## config.mk

```make
export PLATFORM = sky130hd
export DESIGN_NAME = booth_mult_arbiter
export DESIGN_NICKNAME = d
export VERILOG_FILES = /design/src/rtl/booth_mult_arbiter.sv
export SDC_FILE = /design/constraint.sdc
export NUM_CORES = 1
export LEC_CHECK = 0
export ABC_AREA = 1
export BUFFER_PORTS_ARGS = -buffer_cell sky130_fd_sc_hd__clkbuf_2
export CAP_MARGIN = 25
export CELL_PAD_IN_SITES_DETAIL_PLACEMENT = 1
export CELL_PAD_IN_SITES_GLOBAL_PLACEMENT = 2
export CORE_ASPECT_RATIO = 0.9
export CORE_UTILIZATION = 23
export DETAILED_ROUTE_END_ITERATION = 8
export PLACE_DENSITY_LB_ADDON = 0.1
export SLEW_MARGIN = 20
export SYNTH_ARGS = -nofsm -noshare
export SYNTH_HDL_FRONTEND = slang
export SYNTH_SLANG_ARGS = --single-unit
```

## constraint.sdc

```tcl
create_clock -name clk -period 1.9 [get_ports clk]
set_input_delay 0.095 -clock clk [delete_from_list [all_inputs] [get_ports clk]]
set_output_delay 0.095 -clock clk [all_outputs]
set_load 0.005 [all_outputs]
```

## src/rtl/booth_mult_arbiter.sv

```systemverilog
// booth_mult_arbiter: round-robin scheduler sharing one sequential signed Booth multiplier among NREQ requesters
module booth_mult_arbiter #(
  parameter int NREQ = 4,
  parameter int MP_W = 8,
  parameter int MC_W = 8,
  parameter int PD_W = 15,
  parameter int TIMEOUT = 64
) (
  input  logic                 clk,
  input  logic                 rst,
  input  logic [NREQ-1:0]      req,
  input  logic [NREQ*MP_W-1:0] mtp_in,
  input  logic [NREQ*MC_W-1:0] mtc_in,
  output logic [NREQ-1:0]      ack,
  output logic [NREQ-1:0]      res_valid,
  output logic [PD_W-1:0]      res_data,
  output logic                 res_err,
  output logic                 busy,
  output logic                 m_St,
  output logic [MP_W-1:0]      m_Mtp,
  output logic [MC_W-1:0]      m_Mtc,
  input  logic                 m_Ready,
  input  logic [PD_W-1:0]      m_Product
);
  localparam int PW = $clog2(NREQ);
  localparam int CW = $clog2(TIMEOUT + 1);
  typedef enum logic [1:0] {IDLE, START, WAIT, DONE} state_t;
  state_t state, state_n;
  logic [PW-1:0] ptr, g;
  logic [CW-1:0] cnt;
  logic ready_q, hit, done_ev, tmo;
  assign hit = |req;
  assign done_ev = m_Ready & ~ready_q;
  assign tmo = cnt == CW'(TIMEOUT - 1);
  always_comb begin
    g = ptr;
    for (int k = NREQ; k >= 1; k--)
      if (req[PW'((int'(ptr) + k) % NREQ)]) g = PW'((int'(ptr) + k) % NREQ);
  end
  always_comb begin
    state_n = state == IDLE  ? (hit ? START : IDLE) :
              state == START ? WAIT :
              state == WAIT  ? ((done_ev || tmo) ? DONE : WAIT) : IDLE;
  end
  always_ff @(posedge clk or posedge rst)
    if (rst) state <= IDLE;
    else state <= state_n;
  always_ff @(posedge clk or posedge rst)
    if (rst) begin
      ptr <= PW'(NREQ - 1);
      cnt <= '0;
      ready_q <= 1'b0;
      ack <= '0;
      res_valid <= '0;
      res_data <= '0;
      res_err <= 1'b0;
      busy <= 1'b0;
      m_St <= 1'b0;
      m_Mtp <= '0;
      m_Mtc <= '0;
    end else begin
      ready_q <= m_Ready;
      busy <= state_n != IDLE;
      cnt <= state == WAIT ? cnt + 1'b1 : '0;
      ack <= '0;
      m_St <= 1'b0;
      res_valid <= state == DONE ? NREQ'(1) << ptr : '0;
      if (|res_valid) res_err <= 1'b0;
      if (state == IDLE && hit) begin
        ptr <= g;
        ack <= NREQ'(1) << g;
        m_St <= 1'b1;
        m_Mtp <= mtp_in[g*MP_W +: MP_W];
        m_Mtc <= mtc_in[g*MC_W +: MC_W];
      end
      if (state == WAIT && (done_ev || tmo)) begin
        res_data <= done_ev ? m_Product : '0;
        res_err <= ~done_ev;
      end
    end
endmodule

```

==> parameters.txt, run 1 <==
Parameter                              Value

Yosys
  Netlist Area Pre-Place ... 3030 µm²
  Area fraction of the dominant cell type after synthesis ... 42.9%
  Syn Nets ... 499
  Largest cells by area after synthesis ... sky130_fd_sc_hd__dfrtp_1 43%, sky130_fd_sc_hd__nand2_1 17%, sky130_fd_sc_hd__nand3_1 12%
  Area fraction in compound gates after synthesis ... 6.93%
  Multiplexer area fraction after synthesis ... 0%
  Number of distinct library cells after synthesis ... 29
  Total number of yosys warnings ... 0
  Synthesized-area fraction occupied by xor and xnor cells ... 0%
  Simple logic cell fraction of the synthesized area ... 33.7%
  Post-synthesis sequential area ratio ... 44.6%
  Post-Synthesis Cells ... 404
  Average cell area after synthesis ... 7.51 µm²
  Yosys reg bits ... 54
  Largest family of logic cells by synthesized area ... simple AND/OR/NAND/NOR gates
  Post-synth top area cell ... sky130_fd_sc_hd__dfrtp_1
  Post-Synth Adder-Cell Area ... 3.71%

Timing
  Relative slew slack ... 53.2%
  Number of hold violations in the final report ... 0
  Worst setup skew after layout ... 0.00619 ns
  Post-layout worst setup margin ... -0.176 ns
  Transition time of the tightest slew-check pin ... 0.699 ns
  Fin crit share ... 109%
  Setup-failing EPs final ... 22
  Fmax achieved ... 482 MHz
  Final period demand of the worst path ... 2.08 ns
  RSZ-0062 raised after global routing ... yes
  Count of pins over their slew limit ... 0

Global route
  Wire length of the first global-routing pass ... 17.6 mm
  Vias in the first global route ... 3,455
  Pin count of the biggest net entering global routing ... 33
  Global-route usage over all layers ... 16.5%
  Initial antenna violation count ... 0
  Grt total ovfl ... 0

CTS
  TritonCTS clock tree ... built
  Clock slew at reported path FFs ... 0.08 ns
  Clock Tree Root ... sky130_fd_sc_hd__clkbuf_16
  Clk_lat worst skew ... 0.29 ns
  Clock buffers created by TritonCTS ... 5
  Total number of H-tree levels ... 2
  Bufs on Longest Clock Path ... 2
  Sinks on the clock net ... 54

Worst setup path
  Type of origin of the critical path ... flip-flop
  Arrival time at the worst endpoint ... 2.27 ns
  Kind of end point of the critical path ... flip-flop
  Classification of the worst setup path ... reg2reg
  Top fanout value on the critical path ... 9
  Required @ worst endpoint ... 2.09 ns

Power and ir drop
  Maximum vdd ir drop ... 0.733 mV
  Leak pwr ... 2.66 nW
  Post-layout total power ... 9.76 mW
  P per Cell Area ... 2140 nW/µm²

Run
  Maximum Capacitance Violations ... 0

Floorplan
  Number of standard-cell rows in the floorplan ... 39
  Count of pins on the block boundary ... 128
  Die span in y ... 111 µm
  Starting density of the core ... 23.7%
  Total core area ... 12,800 µm²
  Die area ... 13,700 µm²
  Die Width ... 123 µm

Worst hold path
  Class of the tightest hold or removal check ... in2reg

Route
  Detailed-route wire length per cell ... 14.6 µm
  Routed wire length ... 10.6 mm
  Iteration-0 DRC count of the detailed router ... 106
  Via count ... 3,180
  Via density per instance ... 4.37
  Drt drc ... 0
  Number of nets still failing antenna checks after routing ... 0
  TritonRoute pass-1 iters ... 4

Placement
  HPWL after detailed placement ... 7.88 mm
  Routability-driven placement congestion ratio ... 0.742
  Number of buffers inserted by port buffering ... 127

Cells and area
  Ratio of cells with drive above 1 in the final layout ... 38.7%
  Number of antenna diodes ... 0
  Layout-stage area growth over the synthesis result ... 50.5%
  Final design utilization ... 35.7%
  Net count, final ... 658

Outcome
  Outcome ... complete, but fails checks
  Failing checks ... setup timing
==> path summary, 6_finish.rpt <==
check                        startpoint           end  slack [ns]  cells past startpoint
max                              ptr[0]      m_Mtc[2]       -0.18                     14
min                        m_Product[6]   res_data[6]        0.03                      2
max reg2reg                      ptr[0]      m_Mtc[2]       -0.18                     14
min reg2reg                      cnt[0]        cnt[0]        0.47                      1
max in group asynchronous           rst  res_valid[3]        0.95                      4
min in group asynchronous           rst          m_St        0.38                      3
==> repair_timing <==
item | 4_1_cts | 5_1_grt
cloned | 4 | 0
hold endpoints to repair | 21 | 0
pin swaps | 3 | 3
resized for setup | 24 | 11
setup endpoints to repair | 22 | 23
setup buffers | 2 | 3
hold buffers | 2 | 0
==> cells in the final DEF (no fill, tap or decap), drive strengths merged, types with 2 or more instances in the layout <==
cell / synthesis / routed
nand2: 143 / 143
clkbuf: 3 / 132
nand3: 74 / 75
inv: 58 / 60
dfrtp: 52 / 52
buf: 15 / 40
a22o: 15 / 15
nor2: 11 / 11
ha: 9 / 9
a21oi: 6 / 6
o21ai: 5 / 5
clkinv: 2 / 3
or2: 2 / 2
dlygate4sd3: 0 / 2
dfstp: 2 / 2
nor3: 2 / 2
==> cell usage after synthesis <==
| library cell | n |
|---|---|
| sky130_fd_sc_hd__o21ai_0 | 4 |
| sky130_fd_sc_hd__inv_2 | 3 |
| sky130_fd_sc_hd__nand3_1 | 72 |
| sky130_fd_sc_hd__o41ai_2 | 1 |
| sky130_fd_sc_hd__buf_6 | 2 |
| sky130_fd_sc_hd__inv_4 | 1 |
| sky130_fd_sc_hd__a21oi_1 | 6 |
| sky130_fd_sc_hd__inv_1 | 54 |
| sky130_fd_sc_hd__nand3b_1 | 1 |
| sky130_fd_sc_hd__nor4_1 | 1 |
| sky130_fd_sc_hd__a22o_1 | 15 |
| sky130_fd_sc_hd__buf_1 | 1 |
| sky130_fd_sc_hd__nand2_2 | 5 |
| sky130_fd_sc_hd__nand4_1 | 1 |
| sky130_fd_sc_hd__o31ai_1 | 1 |
| sky130_fd_sc_hd__dfrtp_1 | 52 |
| sky130_fd_sc_hd__clkbuf_1 | 3 |
| sky130_fd_sc_hd__o21ai_1 | 1 |
| sky130_fd_sc_hd__nor3_1 | 2 |
| sky130_fd_sc_hd__nor2_1 | 11 |
| sky130_fd_sc_hd__nand2_4 | 1 |
| sky130_fd_sc_hd__clkinv_1 | 2 |
| sky130_fd_sc_hd__buf_4 | 4 |
| sky130_fd_sc_hd__buf_2 | 8 |
| sky130_fd_sc_hd__or2_2 | 2 |
| sky130_fd_sc_hd__dfstp_2 | 2 |
| sky130_fd_sc_hd__ha_1 | 9 |
| sky130_fd_sc_hd__nand3_2 | 2 |
| sky130_fd_sc_hd__nand2_1 | 137 |
==> power by group <==
group | total [mW] | internal (mW) | switching (mW)
clock network | 0.956 | 0.506 | 0.450
logic | 6.91 | 3.07 | 3.85
registers | 1.89 | 1.63 | 0.264
==> logic make-up (layout without fill, tap and decap cells) <==
| group | Yosys count | count (layout) |
|---|---|---|
| AOI/OAI and AO/OA | 28 | 28 |
| adders and majority gates | 9 | 9 |
| buffers and inverters | 78 | 237 |
| DFF | 54 | 54 |
| and+or+nand+nor | 235 | 236 |
==> per-stage QoR <==
stage / instances / worst slack (ns) / hold slack, ns / cell area, µm² / setup TNS [ns]
after floorplan: 404 / -0.0764 / 0.126 / 3140 / -1.19
after global placement: 709 / -0.203 / 0.170 / 4140 / -2.64
after detailed placement: 709 / -0.220 / 0.165 / 4140 / -3.16
after CTS: 725 / -0.157 / 0.0233 / 4500 / -2.47
after global routing: 728 / -0.345 / 0.0319 / 4560 / -5.52
final: 728 / -0.176 / 0.0322 / 4560 / -2.64
==> flip-flops by register name, indices dropped and copies added, names as in the netlist <==
signal / flops
ptr: 2
res_err: 1
m_St: 1
ready_q: 1
cnt: 7
ack: 4
m_Mtc: 8
state: 2
m_Mtp: 8
res_data: 15
res_valid: 4
busy: 1
==> area by class of cell <==
cell class,instances,area (µm²)
fill,1589,8220
multi-input combinational,273,1530
sequential,54,1350
timing repair buffer,169,1090
inverter,60,235
tap,164,205
clock buffer,5,125
clock inverter,3,28.8
==> critical path, cell delays in order (launching register included) <==
cell	delay, ns
sky130_fd_sc_hd__dfstp_2	0.61
sky130_fd_sc_hd__inv_8	0.05
sky130_fd_sc_hd__ha_4	0.28
sky130_fd_sc_hd__nand3_2	0.10
sky130_fd_sc_hd__nand2_2	0.10
sky130_fd_sc_hd__inv_4	0.06
sky130_fd_sc_hd__nand2_4	0.10
sky130_fd_sc_hd__nand2_8	0.10
sky130_fd_sc_hd__buf_12	0.16
sky130_fd_sc_hd__nand3_1	0.08
sky130_fd_sc_hd__nand2_2	0.08
sky130_fd_sc_hd__nand2_1	0.06
sky130_fd_sc_hd__nand2_1	0.06
sky130_fd_sc_hd__nand2_1	0.06
sky130_fd_sc_hd__nand2_1	0.04
==> per-layer routing <==
metal | vias up | global-route usage, % | routed length (µm)
met2 | 87 | 26.9 | 4890
li1 | 1597 | - | -
met3 | 6 | 2.42 | 501
met1 | 1490 | 23.1 | 5160
met5 | - | 0 | 0
met4 | 0 | 2.89 | 76
No activity file was read; power rests on OpenSTA's default activity.
==> inputs of run 2 (changes only) <==
TNS_END_PERCENT = 1   (was not set)
==> run 2 against run 1 <==
  * The run still ends with setup timing left
  * Count of clock-buffer cells in the layout grew 1
  * Hold slack gained 0.0031 ns
  * Combinational power grew 4.3%
  * Largest cell class unchanged
  * Highest routed layer unchanged
==> parameters.txt, run 2 (synthesis gave the netlist of run 1 again) <==
Parameter                              Value

Outcome
  Outcome ... complete, but fails checks
  Failing checks ... setup timing

Placement
  # placed instances ... 704
  Routability-driven placement congestion ratio ... 0.742
  Number of buffers inserted by port buffering ... 127
  HPWL after detailed placement ... 7.81 mm

Timing
  Final period demand of the worst path ... 2.14 ns
  Fmax achieved ... 468 MHz
  Setup-failing EPs final ... 21
  Post-layout worst setup margin ... -0.236 ns
  Count of pins over their slew limit ... 0
  Setup TNS after final layout ... -3.89 ns
  Worst setup skew after layout ... 0.00667 ns
  Relative slew slack ... 55.8%
  Number of hold violations in the final report ... 0
  Fin crit share ... 112%
  RSZ-0062 raised after global routing ... yes
  Transition time of the tightest slew-check pin ... 0.660 ns

Worst setup path
  Required @ worst endpoint ... 2.08 ns
  Top fanout value on the critical path ... 7
  Type of origin of the critical path ... flip-flop
  Dominant delay contributor by cell family on the critical path ... simple AND/OR/NAND/NOR gates
  Peak per-stage delay on the critical path ... 0.62 ns
  Number of buffers and inverters on the critical path ... 4
  Worst-path cell with the longest stage delay ... sky130_fd_sc_hd__dfstp_2
  Kind of end point of the critical path ... flip-flop
  Classification of the worst setup path ... reg2reg
  Arrival time at the worst endpoint ... 2.31 ns
  Worst-path cell chain ... inv_8 > ha_4 > inv_4 > nand2_4 > nand2_4 > inv_4 > nand3_4 > clkbuf_16 > nand3_2 > nand2_1 > nand2_1 > nand2_1 > nand2_1 > nand2_1
  Cell mode on critical path ... sky130_fd_sc_hd__nand2_1

Worst hold path
  Class of the tightest hold or removal check ... in2reg

Route
  Routed wire length ... 10.8 mm
  Via density per instance ... 4.38
  Via count ... 3,185
  TritonRoute pass-1 iters ... 4
  Number of nets still failing antenna checks after routing ... 0
  Detailed-route wire length per cell ... 14.9 µm
  Iteration-0 DRC count of the detailed router ... 95
  Drt drc ... 0

CTS
  Sinks on the clock net ... 54
  Total number of H-tree levels ... 2
  Clock Tree Root ... sky130_fd_sc_hd__clkbuf_16
  TritonCTS clock tree ... built
  Clock buffers created by TritonCTS ... 5
  Clk_lat worst skew ... 0.29 ns
  Bufs on Longest Clock Path ... 2
  Clock slew at reported path FFs ... 0.07 ns

Cells and area
  Net count, final ... 658
  Layout-stage area growth over the synthesis result ... 56.4%
  Commonest non-fill, non-tap cells in the layout ... 127 x sky130_fd_sc_hd__clkbuf_2, 113 x sky130_fd_sc_hd__nand2_1, 57 x sky130_fd_sc_hd__nand3_1
  Final design utilization ... 37.1%
  Final cell count without fillers ... 728
  Number of antenna diodes ... 0
  Number of flip-flops under the largest register name ... 15
  Most common cell after layout, fill and taps aside ... sky130_fd_sc_hd__clkbuf_2
  Largest registers ... res_data (15), m_Mtc (8), m_Mtp (8)
  Register bank with the most flops ... res_data
  Ratio of cells with drive above 1 in the final layout ... 41.7%

Global route
  Most used routing layer in global routing ... met2
  Met1 layer usage reported by global route ... 22.1%
  Pin count of the biggest net entering global routing ... 29
  Grt total ovfl ... 0
  Global-route usage over all layers ... 15.7%
  Met3 Track Usage GR ... 2.62%
  Vias in the first global route ... 3,301
  Wire length of the first global-routing pass ... 16.9 mm
  Global Route met2 Usage ... 25.2%
  Initial antenna violation count ... 0

Floorplan
  Total core area ... 12,800 µm²
  Die Width ... 123 µm
  Starting density of the core ... 23.7%
  Number of standard-cell rows in the floorplan ... 39
  Die area ... 13,700 µm²
  Count of pins on the block boundary ... 128
  Die span in y ... 111 µm

Power and ir drop
  Maximum vdd ir drop ... 0.808 mV
  P per Cell Area ... 2140 nW/µm²
  Leak pwr ... 2.72 nW

Run
  Maximum Capacitance Violations ... 0
==> run 2: cell types whose count changed in the layout (fill, tap and decap cells not counted), sizes merged <==
| cell | previous run | this run |
|---|---|---|
| clkinv | 3 | 2 |
| bufinv | 0 | 1 |
| clkbuf | 132 | 136 |
| clkinvlp | 0 | 1 |
| inv | 60 | 58 |
| buf | 40 | 37 |
==> run 2: timing repair <==
item | 4_1_cts | 5_1_grt
gates resized for setup | 12 | 44
gates cloned | 2 | 4
endpoints found under the setup margin | 22 | 22
setup buffers | 3 | 5
pin swaps | 5 | 35
endpoints found under the hold margin | 28 | 0
hold buffers | 2 | 0
==> run 2: final cells by class <==
| type | count | area (µm²) |
|---|---|---|
| fill | 1587 | 8040 |
| multi-input combinational | 273 | 1630 |
| clock inverter | 2 | 37.5 |
| tap | 164 | 205 |
| timing repair buffer | 169 | 1150 |
| clock buffer | 6 | 129 |
| sequential | 54 | 1350 |
| inverter | 60 | 238 |
==> run 2: per-layer routing <==
layer	routed length [µm]	vias to the layer above
li1	-	1596
met1	5090	1494
met2	5140	91
met3	502	4
met4	83	0
met5	0	-
==> run 2: worst paths after layout <==
check                      slack [ns]     endpoint          from  cells past startpoint
max                             -0.24     m_Mtp[7]        ptr[0]                     14
min                              0.04  res_data[3]  m_Product[3]                      2
max reg2reg                     -0.24     m_Mtp[7]        ptr[0]                     14
min reg2reg                      0.46       cnt[0]        cnt[0]                      1
max in group asynchronous        0.83       ptr[1]           rst                      4
min in group asynchronous        0.42  res_data[5]           rst                      3
==> run 2: report_power, final <==
| part | internal, mW | total, mW | switching, mW |
|---|---|---|---|
| registers | 1.63 | 1.88 | 0.259 |
| logic | 3.20 | 7.21 | 4.01 |
| clock network | 0.623 | 1.03 | 0.408 |
==> run 2: through the flow <==
stage	power, mW	worst slack (ns)	hold slack, ns	area, µm²
3_5_place_dp	7.73	-0.236	0.195	4140
2_1_floorplan	5.60	-0.0764	0.126	3140
4_1_cts	9.37	-0.164	0.0304	4440
6_report	10.1	-0.236	0.0353	4740
5_1_grt	11.1	-0.372	0.0266	4740
3_3_place_gp	7.66	-0.166	0.199	4140
==> run 2: worst register-to-register path: stages, from the launching register on <==
cell	delay, ns
sky130_fd_sc_hd__dfstp_2	0.62
sky130_fd_sc_hd__inv_8	0.05
sky130_fd_sc_hd__ha_4	0.29
sky130_fd_sc_hd__inv_4	0.05
sky130_fd_sc_hd__nand2_4	0.07
sky130_fd_sc_hd__nand2_4	0.05
sky130_fd_sc_hd__inv_4	0.08
sky130_fd_sc_hd__nand3_4	0.22
sky130_fd_sc_hd__clkbuf_16	0.25
sky130_fd_sc_hd__nand3_2	0.07
sky130_fd_sc_hd__nand2_1	0.05
sky130_fd_sc_hd__nand2_1	0.05
sky130_fd_sc_hd__nand2_1	0.06
sky130_fd_sc_hd__nand2_1	0.07
sky130_fd_sc_hd__nand2_1	0.05
==> inputs of run 3 (changes only) <==
CORE_MARGIN = 5   (was not set)
REMOVE_ABC_BUFFERS = 1   (was not set)
==> run 3 against run 2 <==
  * The flow still finishes with violations (setup timing)
  * Clock skew fell by 0.00077 ns
  * Power shrank 9.5%
  * Maximum frequency rose by 7.7%
  * Sequential power hardly changed
  * Design area down 6.4%
  * Critical path type unchanged
  * Critical endpoint unchanged
  * Largest cell class unchanged
  * Highest routed layer unchanged
==> parameters.txt, run 3 (synthesis gave the netlist of run 1 again) <==
Parameter                              Value

Worst setup path
  Kind of end point of the critical path ... flip-flop
  Worst-path cell chain ... inv_4 > ha_4 > inv_4 > nand3_2 > nand2_2 > nand2_4 > nand2_4 > nand2_8 > nand2_8 > buf_12 > nand2_1 > nand3_1 > nand2_1 > nand2_1 > nand2_1
  Required @ worst endpoint ... 2.09 ns
  Number of buffers and inverters on the critical path ... 3
  Arrival time at the worst endpoint ... 2.17 ns
  Peak per-stage delay on the critical path ... 0.57 ns
  Cell mode on critical path ... sky130_fd_sc_hd__nand2_1
  Worst reg-to-reg path cell count ... 15
  Capture instance of the worst register-to-register path ... m_Mtp[7]
  Type of origin of the critical path ... flip-flop
  Dominant delay contributor by cell family on the critical path ... simple AND/OR/NAND/NOR gates
  Worst-path cell with the longest stage delay ... sky130_fd_sc_hd__dfstp_2
  Worst setup slack for register-to-register paths ... -0.08 ns
  Source of the worst register-to-register timing path ... ptr[0]
  Classification of the worst setup path ... reg2reg
  Top fanout value on the critical path ... 8

Worst hold path
  Endpoint, Worst Hold ... res_data[5]
  Class of the tightest hold or removal check ... in2reg
  Hold Path Origin ... m_Product[5]
  Number of instances on the worst hold path ... 2

Timing
  Transition time of the tightest slew-check pin ... 0.396 ns
  Setup-failing EPs final ... 17
  RSZ-0062 raised after global routing ... yes
  Count of pins over their slew limit ... 0
  Post-layout worst setup margin ... -0.0837 ns
  Number of hold violations in the final report ... 0
  Worst setup skew after layout ... 0.00590 ns
  Fmax achieved ... 504 MHz
  Final period demand of the worst path ... 1.98 ns
  Relative slew slack ... 73.6%
  Fin crit share ... 104%
  Setup TNS after final layout ... -1.16 ns

Route
  Iteration-0 DRC count of the detailed router ... 89
  Routed wire length ... 10.8 mm
  Drt drc ... 0
  TritonRoute pass-1 iters ... 4
  Detailed-route wire length per cell ... 15.1 µm
  Via density per instance ... 4.32
  Via count ... 3,105
  Number of nets still failing antenna checks after routing ... 0

CTS
  TritonCTS clock tree ... built
  Total number of H-tree levels ... 2
  Sinks on the clock net ... 54
  Clk_lat worst skew ... 0.29 ns
  Clock slew at reported path FFs ... 0.07 ns
  Clock buffers created by TritonCTS ... 5
  Bufs on Longest Clock Path ... 2
  Clock Tree Root ... sky130_fd_sc_hd__clkbuf_16

Cells and area
  Register bank with the most flops ... res_data
  Number of flip-flops under the largest register name ... 15
  Filler cells ... 1,595
  Final standard cell area without fillers ... 4440 µm²
  Commonest non-fill, non-tap cells in the layout ... 127 x sky130_fd_sc_hd__nand2_1, 127 x sky130_fd_sc_hd__clkbuf_2, 69 x sky130_fd_sc_hd__nand3_1
  Largest registers ... res_data (15), m_Mtc (8), m_Mtp (8)
  Layout-stage area growth over the synthesis result ... 46.3%
  Ratio of cells with drive above 1 in the final layout ... 37.0%
  Net count, final ... 649
  Number of antenna diodes ... 0

Floorplan
  Die span in y ... 119 µm
  Starting density of the core ... 23.6%
  Number of standard-cell rows in the floorplan ... 39
  Die Width ... 131 µm
  Total core area ... 12,800 µm²
  Die area ... 15,600 µm²
  Count of pins on the block boundary ... 128

Power and ir drop
  Maximum vdd ir drop ... 0.815 mV
  P per Cell Area ... 2070 nW/µm²
  Switching share of total power ... 46.5%
  Share of total power in combinational logic ... 69.7%
  Post-layout total power ... 9.17 mW
  Net switching power figure ... 4.26 mW
  Internal power ... 4.91 mW
  Clock power frac ... 9.8%
  Sequential fraction of design power ... 20.5%
  Leak pwr ... 2.59 nW

Global route
  Initial antenna violation count ... 0
  Met1 layer usage reported by global route ... 18.9%
  Global-route usage over all layers ... 14.2%
  Most used routing layer in global routing ... met2
  Grt total ovfl ... 0
  Vias in the first global route ... 3,317
  Global Route met2 Usage ... 23.8%
  Met3 Track Usage GR ... 2.51%
  Wire length of the first global-routing pass ... 17.4 mm
  Pin count of the biggest net entering global routing ... 27

Outcome
  Failing checks ... setup timing
  Outcome ... complete, but fails checks

Placement
  Routability-driven placement congestion ratio ... 0.723
  HPWL after detailed placement ... 8.29 mm
  Area after detailed placement ... 4070 µm²
  Number of buffers inserted by port buffering ... 127
  Placement Setup Slack ... -0.250 ns

Run
  Maximum Capacitance Violations ... 0
run 3: changes by cell type in the layout (fill, tap and decap cells not counted), moves of 2 or more:
cell / change
sky130_fd_sc_hd__clkbuf_16: -3
sky130_fd_sc_hd__inv_4: +2
sky130_fd_sc_hd__nand2_4: -5
sky130_fd_sc_hd__buf_4: -6
sky130_fd_sc_hd__nand2_1: +14
sky130_fd_sc_hd__nand2_2: -9
sky130_fd_sc_hd__nand3_4: -5
sky130_fd_sc_hd__nand3_1: +12
sky130_fd_sc_hd__nand3_2: -8
sky130_fd_sc_hd__buf_6: +3
run 3: worst reg2reg max path, stage by stage (launching register included):
cell	delay (ns)
sky130_fd_sc_hd__dfstp_2	0.57
sky130_fd_sc_hd__inv_4	0.05
sky130_fd_sc_hd__ha_4	0.26
sky130_fd_sc_hd__inv_4	0.06
sky130_fd_sc_hd__nand3_2	0.07
sky130_fd_sc_hd__nand2_2	0.08
sky130_fd_sc_hd__nand2_4	0.07
sky130_fd_sc_hd__nand2_4	0.11
sky130_fd_sc_hd__nand2_8	0.08
sky130_fd_sc_hd__nand2_8	0.10
sky130_fd_sc_hd__buf_12	0.14
sky130_fd_sc_hd__nand2_1	0.06
sky130_fd_sc_hd__nand3_1	0.07
sky130_fd_sc_hd__nand2_1	0.05
sky130_fd_sc_hd__nand2_1	0.06
sky130_fd_sc_hd__nand2_1	0.05
run 3: worst max path at each step:
| stage | endpoint | cells past startpoint | from | slack, ns |
|---|---|---|---|---|
| after floorplan | m_Mtc[0] | 13 | ptr[0] | -0.58 |
| after global placement | m_Mtc[0] | 13 | ptr[0] | -0.19 |
| after detailed placement | m_Mtp[6] | 14 | ptr[0] | -0.25 |
| after CTS | m_Mtp[7] | 15 | ptr[0] | -0.08 |
| after global routing | m_Mtp[2] | 15 | ptr[0] | -0.22 |
| final | m_Mtp[7] | 15 | ptr[0] | -0.08 |
run 3: cell type report:
cell class	count	area [µm²]	area share, %
clock buffers	5	125	2.82
clock inverters	2	15.0	0.338
inverters	60	235	5.30
multi-input cells	272	1480	33.3
flip-flops and latches	54	1350	30.5
well taps	164	205	4.62
repair buffers	161	1030	23.1
run 3: timing repair:
item,CTS,global route
resized for setup,33,6
pin swaps,14,4
cloned,1,0
endpoints found under the setup margin,20,22
hold buffers,2,0
setup buffers,2,0
endpoints found under the hold margin,15,0
run 3: per-stage QoR:
stage                     instances  hold slack, ns  util, %
after global routing            718          0.0216     34.6
after detailed placement        706          0.0927     31.7
final                           718          0.0243     34.6
after global placement          706          0.0879     31.7
after CTS                       718          0.0147     34.4
after floorplan                 386           0.126        -
run 3: power by group through the flow:
stage	clock (mW)	sequential, mW	combinational [mW]
3_5_place_dp	0	1.90	5.59
2_1_floorplan	0	1.92	2.93
5_1_grt	0.991	1.94	7.12
6_report	0.902	1.88	6.38
4_1_cts	0.947	1.89	6.47
3_3_place_gp	0	1.90	5.51
run 3: layer usage:
metal / wire [µm] / up-vias
met2: 5310 / 62
li1: - / 1568
met4: 117 / 0
met5: 0 / -
met3: 428 / 7
met1: 4960 / 1468
